### config.mk
export PLATFORM = sky130hd
export DESIGN_NAME = multdiv_scheduler
export DESIGN_NICKNAME = d
export VERILOG_FILES = /design/src/rtl/multdiv_sched_pkg.sv /design/src/rtl/md_hazard_check.sv /design/src/rtl/multdiv_scheduler.sv
export SDC_FILE = /design/constraint.sdc
export NUM_CORES = 1
export LEC_CHECK = 0
export CORE_MARGIN = 2
export CORE_UTILIZATION = 30
export CTS_CLUSTER_SIZE = 14
export DETAILED_ROUTE_END_ITERATION = 10
export GPL_TIMING_DRIVEN = 0
export PLACE_DENSITY = 0.6
export SETUP_SLACK_MARGIN = 0.15
export SYNTH_ARGS = -nofsm -noshare
export SYNTH_HDL_FRONTEND = slang
export SYNTH_SLANG_ARGS = --single-unit
### constraint.sdc
create_clock -name clock -period 2.7 [get_ports clock]
set_input_delay 0.27 -clock clock [delete_from_list [all_inputs] [get_ports clock]]
set_output_delay 0.27 -clock clock [all_outputs]
set_load 0.005 [all_outputs]
### src/rtl/multdiv_sched_pkg.sv
// multdiv_sched_pkg: instruction field slices, opcode/aluop constants, scheduler
// timing parameters and the IDLE/BUSY/HOLD state encoding.
package multdiv_sched_pkg;
  localparam logic [3:0] MIN_LAT = 4'd3;
  localparam logic [3:0] HOLD_LIMIT = 4'd4;
  localparam logic [4:0] RSTATUS_REG = 5'd30;
  localparam logic [31:0] MUL_EXC = 32'd4;
  localparam logic [31:0] DIV_EXC = 32'd5;
  localparam logic [4:0] OP_ALU = 5'd0, OP_J = 5'd1, OP_BNE = 5'd2, OP_JAL = 5'd3, OP_JR = 5'd4;
  localparam logic [4:0] OP_ADDI = 5'd5, OP_BLT = 5'd6, OP_SW = 5'd7, OP_LW = 5'd8;
  localparam logic [4:0] OP_SETX = 5'd21, OP_BEX = 5'd22;
  localparam logic [4:0] ALU_MUL = 5'd6, ALU_DIV = 5'd7;
  typedef enum logic [1:0] {IDLE, BUSY, HOLD} state_t;
  function automatic logic [4:0] f_op(input logic [31:0] i);
    return i[31:27];
  endfunction
  function automatic logic [4:0] f_rd(input logic [31:0] i);
    return i[26:22];
  endfunction
  function automatic logic [4:0] f_rs(input logic [31:0] i);
    return i[21:17];
  endfunction
  function automatic logic [4:0] f_rt(input logic [31:0] i);
    return i[16:12];
  endfunction
  function automatic logic [4:0] f_alu(input logic [31:0] i);
    return i[6:2];
  endfunction
  function automatic logic is_md(input logic [31:0] i);
    return f_op(i) == OP_ALU && (f_alu(i) == ALU_MUL || f_alu(i) == ALU_DIV);
  endfunction
  function automatic logic [31:0] reg_bit(input logic [4:0] r);
    return 32'd1 << r;
  endfunction
endpackage

### src/rtl/md_hazard_check.sv
// md_hazard_check: flags an instruction that reads or writes any register in the
// pending mask; r0 never creates a hazard.
module md_hazard_check
  import multdiv_sched_pkg::*;
(
  input  logic [31:0] insn,
  input  logic [31:0] pend,
  output logic        hit
);
  logic [31:0] use_mask;
  always_comb begin
    use_mask = '0;
    case (f_op(insn))
      OP_ALU: use_mask = reg_bit(f_rd(insn)) | reg_bit(f_rs(insn)) | reg_bit(f_rt(insn));
      OP_ADDI, OP_LW, OP_SW, OP_BNE, OP_BLT: use_mask = reg_bit(f_rd(insn)) | reg_bit(f_rs(insn));
      OP_JR: use_mask = reg_bit(f_rd(insn));
      OP_JAL: use_mask = reg_bit(5'd31);
      OP_SETX, OP_BEX: use_mask = reg_bit(RSTATUS_REG);
      default: use_mask = '0;
    endcase
  end
  assign hit = |(use_mask & pend & ~32'd1);
endmodule

### src/rtl/multdiv_scheduler.sv
// multdiv_scheduler: issues mul/div to the shared multdiv unit, stalls FD on hazards
// and merges the late result into the single regfile write port. MULTDIV_EXCEPTION_EN
// redirects an excepting result to the rstatus register.
module multdiv_scheduler
  import multdiv_sched_pkg::*;
(
  input  logic        clock,
  input  logic        reset,
  input  logic [31:0] fd_insn,
  input  logic [31:0] dx_insn,
  input  logic [31:0] md_result,
  input  logic        md_ready,
  input  logic        md_exception,
  input  logic        mw_we,
  input  logic [4:0]  mw_rd,
  input  logic [31:0] mw_data,
  output logic        ctrl_mult,
  output logic        ctrl_div,
  output logic        stall,
  output logic        rf_we,
  output logic [4:0]  rf_rd,
  output logic [31:0] rf_data
);
  state_t state;
  logic [4:0] rd_q, pend_rd, tgt;
  logic [31:0] res_q, pend, val;
  logic [3:0] cnt, wcnt;
  logic div_q, exc_q, force_q, issue, pend_v, commit, hit;
  assign issue = state == IDLE && is_md(dx_insn);
  assign pend_v = issue || state != IDLE;
  assign pend_rd = state == IDLE ? f_rd(dx_insn) : rd_q;
`ifdef MULTDIV_EXCEPTION_EN
  assign pend = pend_v ? reg_bit(pend_rd) | reg_bit(RSTATUS_REG) : '0;
  assign tgt = exc_q ? RSTATUS_REG : rd_q;
  assign val = exc_q ? (div_q ? DIV_EXC : MUL_EXC) : res_q;
`else
  logic unused_exc;
  assign unused_exc = exc_q ^ div_q;
  assign pend = pend_v ? reg_bit(pend_rd) : '0;
  assign tgt = rd_q;
  assign val = res_q;
`endif
  md_hazard_check u_fd_hazard (.insn(fd_insn), .pend(pend), .hit(hit));
  // the pending MW write always wins the port; the buffered result waits
  assign commit = state == HOLD && cnt >= MIN_LAT && (!mw_we || mw_rd == 5'd0);
  assign ctrl_mult = reset && issue && f_alu(dx_insn) == ALU_MUL;
  assign ctrl_div = reset && issue && f_alu(dx_insn) == ALU_DIV;
  assign stall = reset && (hit || (is_md(fd_insn) && pend_v) || force_q);
  assign rf_we = reset && (commit ? tgt != 5'd0 : mw_we && mw_rd != 5'd0);
  assign rf_rd = !reset ? '0 : commit ? tgt : mw_rd;
  assign rf_data = !reset ? '0 : commit ? val : mw_data;
  always_ff @(posedge clock or negedge reset)
    if (!reset) begin
      state <= IDLE;
      rd_q <= '0;
      res_q <= '0;
      div_q <= 1'b0;
      exc_q <= 1'b0;
      cnt <= '0;
      wcnt <= '0;
      force_q <= 1'b0;
    end else begin
      cnt <= issue ? '0 : cnt < MIN_LAT ? cnt + 4'd1 : cnt;
      case (state)
        IDLE: if (issue) begin
          state <= BUSY;
          rd_q <= f_rd(dx_insn);
          div_q <= f_alu(dx_insn) == ALU_DIV;
        end
        BUSY: if (md_ready) begin
          state <= HOLD;
          res_q <= md_result;
          exc_q <= md_exception;
          wcnt <= '0;
        end
        default: if (commit) begin
          state <= IDLE;
          wcnt <= '0;
          force_q <= 1'b0;
        end else begin
          wcnt <= wcnt < HOLD_LIMIT ? wcnt + 4'd1 : wcnt;
          if (wcnt + 4'd1 >= HOLD_LIMIT) force_q <= 1'b1;
        end
      endcase
    end
endmodule

# Yosys cells after proc, flatten, opt, wreduce, memory -nomap -nowiden
# Index checks and enable logic that the tools add are counted.
[totals] ff_bits=48 inputBits=138 output_inout_bits=41 elab_cells=97
[op_classes] add_sub_neg=2 magnitude_cmp=4 eq_ne=17 shift=4 muxes=20 bitwise_logic=5 n_reduce_logical=39
[ops] op="$pmux W32 S5" n=1
[ops] op="$shl A1 B5 Y32 const A" n=4
[ops] op="$mux W32" n=3
[ops] op="$or A32 B32 Y32" n=2
[ops] op="$eq A5 B3 Y1 const B" n=8
[ops] op="$and A32 B32 Y32" n=1
[ops] op="$reduce_or A31 Y1" n=1
[ops] op="$mux W4" n=5
[ops] op="$logic_not A5 Y1" n=3
[ops] op="$mux W5" n=3
[ops] op="$logic_and A1 B1 Y1" n=12
[ops] op="$eq A5 B2 Y1 const B" n=2
[ops] op="$eq A5 B5 Y1 const B" n=2
[ops] op="$reduce_bool A5 Y1" n=2
[ops] op="$add A4 B1 Y4 const B" n=2
[ops] op="$pmux W4 S2" n=1
[ops] op="$logic_or A1 B1 Y1" n=6
[ops] op="$mux W2" n=3
[ops] op="$reduce_and A2 Y1" n=3
[ops] op="$reduce_and A3 Y1" n=2
[ops] op="$reduce_bool A2 Y1" n=3
[ops] op="$reduce_bool A3 Y1" n=2
[ops] op="$eq A5 B4 Y1 const B" n=1
[ops] op="$reduce_or A5 Y1" n=1
[ops] op="other kinds (13)" n=18

# Logic depth before layout (Yosys ltp)
# Gate-level depths: netlist of run 1.
[depth] depth_word=11 mapped_depth=11 depth_no_buf=8

# Cells and area by module
# A second synthesis of run 1 with hierarchy kept.
[unflattened] cells_unflattened=519 area_unflattened_um2=4433.0
[by_module_without_submodules] module="multdiv_scheduler" instances=1 cells_each=347 area_per_inst_um2=3176.8 seq_area_each_um2=1201.2
[by_module_without_submodules] module="md_hazard_check" instances=1 cells_each=172 area_per_inst_um2=1256.2 seq_area_each_um2=0.0

# Worst setup path before layout of run 1
# Ideal clock, no wire load.
[synth_timing] path_kind="register to output" startpoint="reg state[1]" endpoint="out stall" arrival_time_ns=2.109 slack_ns=0.321 stages_incl_launch_ff=10 path_buffers=1 path_cell_list="dfrtp_1 > buf_6 > or4b_4 > o21a_4 > or4_1 > o221ai_1 > o21ai_1 > nand4_1 > nor4bb_2 > a41oi_2"
[synth_between] elab_chain_cells=9
[synth_rtl] item="from (decl)" line_no="multdiv_scheduler.sv:24" source="state_t state;"
[synth_rtl] item="from (signal assigned)" line_no="multdiv_scheduler.sv:54" source="state <= IDLE;"
[synth_rtl] item="from (signal assigned)" line_no="multdiv_scheduler.sv:66" source="state <= BUSY;"
[synth_rtl] item="from (signal assigned)" line_no="multdiv_scheduler.sv:71" source="state <= HOLD;"
[synth_rtl] item="$logic_not A2 Y1" line_no="multdiv_scheduler.sv:29, multdiv_scheduler.sv:31"
[synth_rtl] item="$mux W5 / $logic_and A1 B1 Y1 (equally long branches)" line_no="multdiv_scheduler.sv:31, multdiv_scheduler.sv:29"
[synth_rtl] item="$shl A1 B5 Y32 / $logic_or A1 B1 Y1 (equally long branches)" line_no="multdiv_sched_pkg.sv:33, multdiv_scheduler.sv:30"
[synth_rtl] item="$mux W32" line_no="multdiv_scheduler.sv:39" source="assign pend = pend_v ? reg_bit(pend_rd) : '0;"
[synth_rtl] item="$and A32 B32 Y32" line_no="md_hazard_check.sv:22" source="assign hit = |(use_mask & pend & ~32'd1);"
[synth_rtl] item="$reduce_or A31 Y1" line_no="md_hazard_check.sv:22"
[synth_rtl] item="$logic_or A1 B1 Y1 * (2 in series)" line_no="multdiv_scheduler.sv:48" source="assign stall = reset && (hit || (is_md(fd_insn) && pend_v) || force_q);"
[synth_rtl] item="$logic_and A1 B1 Y1 *" line_no="multdiv_scheduler.sv:48"
[synth_rtl] item="to (decl)" line_no="multdiv_scheduler.sv:19" source="output logic stall,"
# Every way passes the cells marked *; elsewhere a longest branch is shown, timed or not.

# Final worst setup path of run 1
[layout_timing] startpoint="reg state[0]" endpoint="out stall"
# The elaborated chain is that of the path after synthesis.

==> results.py, run 1 <==
metrics = {
    "run_status": {
        "outcome": "finished, violations left",
        "violations": "hold timing, setup timing",
    },
    "worst_hold_path": {
        "hp-class": "input port to async pin",
    },
    "final_layout": {
        "fillCellCount": 1502,
        "ff_latch_area_um2": 1200,
        "syn_to_final_growth_pct": 55.9,
        "antenna_cells": 0,
        "drive_gt1_share_pct": 28.2,
        "fin_cells": 987,
        "nNetsFinal": 938,
        "multi_input_area_um2": 3430,
    },
    "sta": {
        "drv_slew": 0,
        "setup_slack_ps": -467,
        "clock_skew_ps": 5.42,
        "rsz0062_at_grt": "yes",
        "period_share_pct": 117,
        "setup_violations": 1,
        "worst_hold_slack_ps": -10.1,
        "slew_headroom_pct": 58.4,
        "max_slew.worst_pin.slew_ps": 620,
        "fmax_ghz": 0.316,
        "finalSetupTns_ps": -467,
        "final.min_clock_period_ps": 3170,
        "hold_viol_final": 22,
    },
    "yosys": {
        "syn_inst": 605,
        "synth_top_area_share_pct": 26.2,
        "synthAdderAreaFrac_pct": 0.546,
        "syn_area_per_cell_um2": 7.58,
        "synthMuxAreaShare_pct": 9.77,
        "ys_ff_latch": 48,
        "ys_types": 81,
        "synth_flop_cell": "dfrtp_1",
        "synth_common_cells": "111 x nand2_1, 55 x a21oi_1, 48 x dfrtp_1",
        "synth_compound_area_share_pct": 23.9,
        "synth_top_area_cell": "dfrtp_1",
        "async_flop_share_pct": 100,
        "netlist_area_um2": 4580,
        "yosys.area_share.simple_pct": 33.3,
        "synth.area.top_cells": "dfrtp_1 26%, mux2_2 9.3%, nand2_1 9.1%",
        "yosys.cell_count.top_type": "nand2_1",
        "synth_top_family_by_area": "simple AND/OR/NAND/NOR gates",
        "synthesis.nets": 745,
        "synth-edff-count": 0,
        "synth-seq-area-share_pct": 26.2,
        "ys_warn_count": 0,
        "synthXorXnorAreaFrac_pct": 0.573,
    },
    "clock_network": {
        "clk_pin_slew_ps": 60,
        "ctsHtreeMaxLevel": 2,
        "cts_root_buf": "clkbuf_16",
        "cts_tree": "yes",
        "clk_latency_ps": 290,
        "cts.sinks": 48,
        "cts_buffers": 5,
        "clk_path_buf_depth": 2,
    },
    "setup_path": {
        "r2r_setup_slack_ps": 420,
        "arrival_ps": 2900,
        "cp-start-kind": "flip-flop",
        "endpoint": "stall",
        "crit_path_start": "state[0]",
        "crit_fanout": 5,
        "worst_setup_path_end_kind": "primary output",
        "r2r-start": "state[1]",
        "worst_r2r_endpoint": "res_q[6]",
        "critical_path_class": "flip-flop to primary output",
        "reg2reg_depth": 8,
        "cp.required_ps": 2430,
    },
    "pwr": {
        "finalPower_mw": 3.60,
        "p_per_area_nw_per_um2": 504,
        "p_leak_nw": 2.88,
        "worst_ir_drop_vdd_mv": 0.265,
    },
    "drt": {
        "wire_per_inst_um": 19.8,
        "routed_wl_mm": 19.6,
        "drtPass1Iterations": 7,
        "drc": 0,
        "via_per_inst": 5.71,
        "postRouteAntennaNets": 0,
        "dr_total_vias": 5632,
        "drt_iter0_markers": 542,
    },
    "grt": {
        "grt_max_degree": 40,
        "grt_first_pass_wirelength_mm": 29.7,
        "antenna_found_initial": 0,
        "grt.overflow.total": 0,
        "first_global_vias": 5516,
        "grtUsageTotal_pct": 23.3,
    },
    "floorplanning": {
        "rows": 45,
        "pin_count": 179,
        "core_um2": 15100,
        "start_util_pct": 30.4,
        "design.die.area_um2": 16300,
        "die_w_um": 128,
        "dieHeight_um": 128,
    },
    "placed_design": {
        "place_worst_setup_slack_ps": -1030,
        "gp_congestion": 0.955,
        "port_buffers": 147,
        "hpwl_mm": 14.8,
        "dp_cells": 941,
    },
    "job": {
        "maxCapViolCount": 0,
    },
}
[state kept, by name, indices dropped and copies added, names as in the netlist]
signal	cells
cnt	4
force_q	1
rd_q	5
res_q	32
state	2
wcnt	4
[final cells by class]
class | count | area share, %
Multi-Input combinational cell | 500 | 48.0
Clock buffer | 6 | 1.94
Buffer | 45 | 5.06
Timing Repair Buffer | 187 | 24.2
Tap cell | 188 | 3.29
Sequential cell | 48 | 16.8
Clock inverter | 2 | 0.193
Inverter | 11 | 0.578
[logic make-up after synthesis]
logic type      after synthesis
mux                          40
simple gates                288
flops                        48
buf+inv                      58
fa+ha+maj                     2
xor+xnor                      3
compound gates              166
[layer usage]
| metal | vias up | wire, µm | track usage [%] |
|---|---|---|---|
| met5 | - | 0 | 0 |
| met4 | 0 | 401 | 8.14 |
| met3 | 27 | 1580 | 4.56 |
| met2 | 284 | 9170 | 37.3 |
| met1 | 2698 | 8430 | 31.3 |
| li1 | 2623 | - | - |
[stage by stage]
| step | hold slack [ps] | cell area [µm²] | utilization [%] |
|---|---|---|---|
| 4_1_cts | 3.14 | 6910 | 45.8 |
| 3_3_place_gp | 485 | 6290 | 41.7 |
| 2_1_floorplan | -25.6 | 4580 | - |
| 3_5_place_dp | 167 | 6300 | 41.8 |
| 5_1_grt | 5.68 | 7150 | 47.4 |
| 6_report | -10.1 | 7150 | 47.4 |
[power by group]
group	internal, mW	switching [mW]	leakage [nW]	total, mW
combinational	0.962	0.894	2.18	1.86
sequential	0.960	0.143	0.622	1.10
clock	0.370	0.277	0.0772	0.647
total	2.29	1.31	2.88	3.60
[critical path, cell delays in order (launching register included)]
cell	delay, ps
dfrtp_1	460
or2_4	310
buf_12	140
a31oi_4	250
a21oi_4	60
and3_4	180
a311oi_4	360
a41oi_2	180
nor4bb_2	320
a41oi_2	180
buf_2	170
[placed cells by master (no fill, tap or decap), types with 9 or more instances in the layout]
master | synthesis | final
mux2_2 | 38 | 38
buf_4 | 1 | 33
a21oi_1 | 55 | 49
o22ai_1 | 21 | 20
clkdlybuf4s50_1 | 0 | 98
nand3b_1 | 12 | 12
nand3_1 | 12 | 11
clkbuf_2 | 1 | 11
nand2_1 | 111 | 109
nand2b_1 | 10 | 10
o21ai_0 | 25 | 23
nor3_1 | 23 | 17
dlygate4sd2_1 | 0 | 9
buf_2 | 11 | 40
nor2_1 | 38 | 35
dfrtp_1 | 48 | 48
inv_1 | 11 | 11
nor2b_1 | 11 | 9
[worst min-delay path by stage]
| stage | start | to | slack (ps) | depth (start not counted) |
|---|---|---|---|---|
| after floorplan | reset | cnt[0] | -30 | 0 |
| after global placement | wcnt[1] | wcnt[1] | 480 | 2 |
| after detailed placement | reset | res_q[3] | 170 | 1 |
| after CTS | reset | res_q[13] | 3 | 2 |
| after global routing | reset | res_q[31] | 6 | 2 |
| final | reset | rd_q[1] | -10 | 2 |
[timing repair]
action	in CTS	in global routing
endpoints found under the setup margin	41	68
gates resized for setup	232	37
setup buffers	23	13
hold buffers	1	0
pin swaps	23	17
endpoints found under the hold margin	10	0
cloned	2	1
(Power assumes the default switching activity.)
==> inputs of run 2 (changes only) <==
--- a/config.mk
+++ b/config.mk
@@ -5,12 +5,14 @@
 export SDC_FILE = /design/constraint.sdc
 export NUM_CORES = 1
 export LEC_CHECK = 0
+export CORE_ASPECT_RATIO = 0.75
 export CORE_MARGIN = 2
-export CORE_UTILIZATION = 30
+export CORE_UTILIZATION = 32
+export CTS_CLUSTER_DIAMETER = 50
 export CTS_CLUSTER_SIZE = 14
 export DETAILED_ROUTE_END_ITERATION = 10
 export GPL_TIMING_DRIVEN = 0
-export PLACE_DENSITY = 0.6
+export PLACE_DENSITY = 0.63
 export SETUP_SLACK_MARGIN = 0.15
 export SYNTH_ARGS = -nofsm -noshare
 export SYNTH_HDL_FRONTEND = slang
==> run 2 against run 1 <==
Effect of this change: critical path depth increased by 1; largest cell class unchanged; clock skew is 5.3 ps higher; final cell count is 0.81% lower; clock power increased by 28%; clock-buffer cell count shrank 1; combinational power decreased by 4%; sequential power barely moved; sequential share of layout area is 0.60 points lower; flip-flop and latch count unchanged; the run ends with setup timing left; critical path type is now input port to primary output; maximum frequency up 0.52%.
==> results.py, run 2 (synthesized netlist as in run 1, its figures left out) <==
metrics = {
    "floorplanning": {
        "design.die.area_um2": 15300,
        "die_w_um": 142,
        "dieHeight_um": 108,
        "pin_count": 179,
        "rows": 37,
        "core_um2": 13800,
        "start_util_pct": 33.1,
    },
    "final_layout": {
        "fin_area_um2": 7410,
        "top_regs": "res_q (32), rd_q (5)",
        "antenna_cells": 0,
        "nNetsFinal": 943,
        "largest-register": "res_q",
        "final_cell_mix": "110 x nand2_1, 100 x clkdlybuf4s50_1, 48 x dfrtp_1",
        "layout_commonest_cell": "nand2_1",
        "drive_gt1_share_pct": 28.4,
        "fin_cells": 979,
        "fillCellCount": 1282,
        "syn_to_final_growth_pct": 61.7,
        "largest_register_ffs": 32,
    },
    "clock_network": {
        "cts_buffers": 5,
        "clk_latency_ps": 300,
        "cts_tree": "yes",
        "cts.sinks": 48,
        "clk_path_buf_depth": 2,
        "ctsHtreeMaxLevel": 2,
        "cts_root_buf": "clkbuf_16",
        "clk_pin_slew_ps": 70,
    },
    "grt": {
        "grt_max_degree": 33,
        "first_global_vias": 5361,
        "grtUsageTotal_pct": 25.6,
        "grt.overflow.total": 0,
        "grt_first_pass_wirelength_mm": 30.1,
        "antenna_found_initial": 0,
    },
    "setup_path": {
        "path_common_cell": "a41oi_2",
        "reg2reg_depth": 7,
        "crit_path_start": "fd_insn[12]",
        "worst_setup_path_end_kind": "primary output",
        "worstPathCellList": "clkdlybuf4s50_1 -> clkbuf_1 -> nand3_1 -> nor3_2 -> o21ai_1 -> a31oi_1 -> a21oi_1 -> a41oi_2 -> nor4bb_2 -> a41oi_2 -> buf_2",
        "cp-start-kind": "input port",
        "cp.required_ps": 2430,
        "critical_path_class": "input port to primary output",
        "slowest_delay_ps": 520,
        "crit_fanout": 10,
        "r2r-start": "state[1]",
        "arrival_ps": 2880,
        "r2r_setup_slack_ps": 310,
        "cp_slowest_cell": "clkdlybuf4s50_1",
    },
    "sta": {
        "period_share_pct": 117,
        "final.min_clock_period_ps": 3150,
        "fmax_ghz": 0.317,
        "hold_viol_final": 0,
        "clock_skew_ps": 10.7,
        "slew_headroom_pct": 52.4,
        "setup_slack_ps": -451,
        "setup_violations": 1,
        "drv_slew": 0,
        "rsz0062_at_grt": "yes",
        "max_slew.worst_pin.slew_ps": 713,
    },
    "pwr": {
        "p_leak_nw": 3.22,
        "p_per_area_nw_per_um2": 502,
        "worst_ir_drop_vdd_mv": 0.337,
    },
    "placed_design": {
        "gp_congestion": 0.993,
        "dp_cells": 928,
        "place_area_um2": 6290,
        "hpwl_mm": 15.6,
        "place_worst_setup_slack_ps": -1160,
        "port_buffers": 147,
    },
    "drt": {
        "wire_per_inst_um": 21.1,
        "drc": 0,
        "via_per_inst": 5.84,
        "dr_total_vias": 5716,
        "drt_iter0_markers": 723,
        "routed_wl_mm": 20.6,
        "postRouteAntennaNets": 0,
        "drtPass1Iterations": 7,
    },
    "job": {
        "maxCapViolCount": 0,
    },
    "run_status": {
        "violations": "setup timing",
        "outcome": "finished, violations left",
    },
    "worst_hold_path": {
        "hp-class": "input port to async pin",
    },
}
[run 2: worst paths after layout]
kind | end
worst max-delay path | stall
worst min-delay path | res_q[13]
worst max register to register | res_q[6]
worst min register to register | force_q
max in group asynchronous | force_q
min in group clock | rd_q[2]
[run 2: stage by stage]
stage | power, mW | utilization, % | setup TNS, ps | hold WS [ps]
after floorplan | 1.94 | - | 0 | -25.6
after global placement | 2.49 | 45.3 | -54900 | 484
after detailed placement | 2.53 | 45.4 | -24510 | 229
after CTS | 3.56 | 50.3 | -8370 | 53.9
after global routing | 3.93 | 53.5 | -536 | 59.6
final | 3.72 | 53.5 | -451 | 48.9
[run 2: cell type report]
type / count / area, µm² / area share [%]
multi-input combinational: 499 / 3530 / 47.6
buffer: 45 / 340 / 4.59
timing repair buffer: 193 / 1890 / 25.4
clock inverter: 3 / 68.8 / 0.929
inverter: 11 / 41.3 / 0.557
sequential: 48 / 1200 / 16.2
clock buffer: 5 / 125 / 1.69
tap: 175 / 219 / 2.96
[run 2: worst max-delay path, delay by kind of cell]
kind | cells | cell delay (ps)
AOI/OAI and AO/OA | 5 | 880
buffers and inverters | 3 | 1030
and+or+nand+nor | 3 | 700
[run 2: power breakdown]
part | switching, mW | internal, mW
clock network | 0.290 | 0.534
registers | 0.140 | 0.959
logic | 0.890 | 0.904
[run 2: metal layers]
layer / global-route usage, % / up-vias / wire length [µm] / share of wire [%]
met5: 0 / - / 0 / 0
met4: 3.57 / 0 / 164 / 0.79
met3: 8.05 / 21 / 2110 / 10
met2: 35.7 / 278 / 8670 / 42
met1: 38.8 / 2786 / 9690 / 47
li1: - / 2631 / - / -
[run 2: repair_timing]
| action | CTS | global route |
|---|---|---|
| buffers inserted | 16 | 26 |
| endpoints found under the hold margin | 16 | 0 |
| endpoints found under the setup margin | 41 | 41 |
| pin swaps | 17 | 32 |
| hold buffers | 2 | 0 |
| gates resized for setup | 85 | 124 |
| cloned | 0 | 1 |
==> inputs of run 3 (changes only) <==
--- a/config.mk
+++ b/config.mk
@@ -5,14 +5,14 @@
 export SDC_FILE = /design/constraint.sdc
 export NUM_CORES = 1
 export LEC_CHECK = 0
-export CORE_ASPECT_RATIO = 0.75
+export CORE_ASPECT_RATIO = 1.4
 export CORE_MARGIN = 2
-export CORE_UTILIZATION = 32
+export CORE_UTILIZATION = 45
 export CTS_CLUSTER_DIAMETER = 50
 export CTS_CLUSTER_SIZE = 14
 export DETAILED_ROUTE_END_ITERATION = 10
 export GPL_TIMING_DRIVEN = 0
-export PLACE_DENSITY = 0.63
+export PLACE_DENSITY = 0.83
 export SETUP_SLACK_MARGIN = 0.15
 export SYNTH_ARGS = -nofsm -noshare
 export SYNTH_HDL_FRONTEND = slang
==> run 3 against run 2 <==
Effect of this change: the flow still finishes with violations (setup timing); clock power fell by 3.0%; non-clock buffer count is 7 lower; wire length grew 12%; via count up 8.0%; sequential power grew 5%; design area is 3.6% lower; flip-flop and latch count unchanged; clock skew decreased by 6.4 ps; critical path type is now flip-flop to primary output; critical endpoint unchanged; largest cell class unchanged.
==> results.py, run 3 (synthesized netlist as in run 1, its figures left out) <==
metrics = {
    "floorplanning": {
        "core_um2": 9900,
        "design.die.area_um2": 11000,
        "dieHeight_um": 123,
        "die_w_um": 89.3,
        "rows": 43,
        "start_util_pct": 46.3,
        "pin_count": 179,
    },
    "sta": {
        "rsz0062_at_grt": "yes",
        "worst_hold_slack_ps": 473,
        "final.min_clock_period_ps": 3240,
        "setup_slack_ps": -543,
        "drv_slew": 0,
        "max_slew.worst_pin.slew_ps": 1130,
        "period_share_pct": 120,
        "hold_viol_final": 0,
        "setup_violations": 26,
        "clock_skew_ps": 4.32,
        "slew_headroom_pct": 24.3,
        "fmax_ghz": 0.308,
    },
    "clock_network": {
        "ctsHtreeMaxLevel": 2,
        "cts_root_buf": "clkbuf_16",
        "cts.sinks": 48,
        "clk_path_buf_depth": 2,
        "clk_pin_slew_ps": 70,
        "clk_latency_ps": 300,
        "cts_tree": "yes",
        "cts_buffers": 5,
    },
    "final_layout": {
        "drive_gt1_share_pct": 24.0,
        "largest-register": "res_q",
        "syn_to_final_growth_pct": 55.9,
        "final_cell_mix": "116 x clkdlybuf4s50_1, 105 x nand2_1, 48 x a21oi_1",
        "largest_register_ffs": 32,
        "fin_util_pct": 72.2,
        "antenna_cells": 0,
        "layout_commonest_cell": "clkdlybuf4s50_1",
        "nNetsFinal": 936,
        "top_regs": "res_q (32), rd_q (5)",
    },
    "job": {
        "maxCapViolCount": 0,
    },
    "pwr": {
        "p_leak_nw": 2.90,
        "finalPower_mw": 3.82,
        "worst_ir_drop_vdd_mv": 0.568,
        "p_per_area_nw_per_um2": 535,
    },
    "drt": {
        "drc": 0,
        "drtPass1Iterations": 5,
        "routed_wl_mm": 23.2,
        "drt_iter0_markers": 500,
        "dr_total_vias": 6172,
        "via_per_inst": 6.62,
        "postRouteAntennaNets": 0,
        "wire_per_inst_um": 24.9,
    },
    "grt": {
        "grtUsageTotal_pct": 41.0,
        "grt.overflow.total": 0,
        "grt_first_pass_wirelength_mm": 33.5,
        "first_global_vias": 6109,
        "antenna_found_initial": 1,
        "grt_max_degree": 23,
    },
    "worst_hold_path": {
        "hp-class": "input port to async pin",
    },
    "run_status": {
        "violations": "setup timing",
        "outcome": "finished, violations left",
    },
    "setup_path": {
        "crit_fanout": 7,
        "critical_path_class": "flip-flop to primary output",
        "cp.required_ps": 2430,
        "cp-start-kind": "flip-flop",
        "worst_setup_path_end_kind": "primary output",
        "cp_slowest_cell": "nor4bb_4",
        "slowest_delay_ps": 380,
        "worstPathCellList": "buf_6 -> buf_8 -> o211ai_1 -> o21ai_4 -> mux2i_1 -> o21ai_1 -> o31ai_2 -> a41oi_4 -> nor4bb_4 -> a41oi_2 -> buf_2",
        "arrival_ps": 2970,
    },
    "placed_design": {
        "port_buffers": 147,
        "gp_congestion": 1.03,
        "hpwl_mm": 15.8,
    },
}
-- run 3: cell count changes in the layout (fill, tap and decap cells not counted), moves of 3 or more --
cell	previous run	this run
dlymetal6s2s_1	28	8
nor3_2	7	1
buf_6	8	14
nor3_1	14	21
clkbuf_2	21	9
buf_4	42	32
dlygate4sd2_1	2	15
clkdlybuf4s50_1	100	116
buf_12	5	2
nand2_1	110	105
nand2_2	1	4
-- run 3: layout make-up --
class | count | area [µm²]
buffer | 47 | 363
clock buffer | 7 | 153
clock inverter | 1 | 30.0
fill | 739 | 2760
inverter | 11 | 41.3
multi-input combinational | 499 | 3420
sequential | 48 | 1200
tap | 135 | 169
timing repair buffer | 184 | 1760
-- run 3: worst max-delay path: cells and delay by family, from the launching register on --
family,cells,cell delay [ps]
AOI/OAI and AO/OA,6,1240
and+or+nand+nor,1,380
muxes,1,250
buffers and inverters,3,410
DFF,1,370
-- run 3: what timing repair did --
item / in CTS / in global routing
resized for setup: 97 / 85
pin swaps: 21 / 19
hold buffers: 3 / 0
setup buffers: 22 / 11
gates cloned: 0 / 0
setup endpoints to repair: 41 / 42
hold endpoints to repair: 7 / 0
-- run 3: path summary, 6_finish.rpt --
check,startpoint,cells past startpoint,slack [ps],end
min in group clock,res_q[6],1,520,res_q[6]
setup reg to reg,state[1],7,280,res_q[16]
max in group asynchronous,reset,3,1110,rd_q[1]
setup / recovery,state[1],11,-540,stall
hold / removal,reset,2,470,res_q[22]
hold reg to reg,res_q[6],1,520,res_q[6]
-- run 3: power breakdown --
part           switching, mW  leakage (nW)  internal (mW)
sequential             0.196         0.620          0.960
combinational          0.985          2.19          0.883
clock                  0.310        0.0901          0.489
-- run 3: metal layers --
metal  vias to the layer above  global-route usage, %  part of all wire (%)
li1                       2614                      -                     -
met1                      2838                   43.1                    32
met2                       575                   70.8                    49
met3                       145                   7.88                   9.4
met4                         0                   30.4                   9.3
met5                         -                      0                     0
-- run 3: per-stage QoR --
| stage | cell area, µm² | TNS [ps] | setup WS (ps) | cells |
|---|---|---|---|---|
| 6_report | 7140 | -6500 | -543 | 932 |
| 5_1_grt | 7140 | -8200 | -647 | 932 |
| 4_1_cts | 6850 | -8090 | -438 | 921 |
| 3_5_place_dp | 6240 | -27790 | -1160 | 888 |
| 3_3_place_gp | 6220 | -46790 | -1410 | 887 |
| 2_1_floorplan | 4580 | 0 | 321 | 605 |
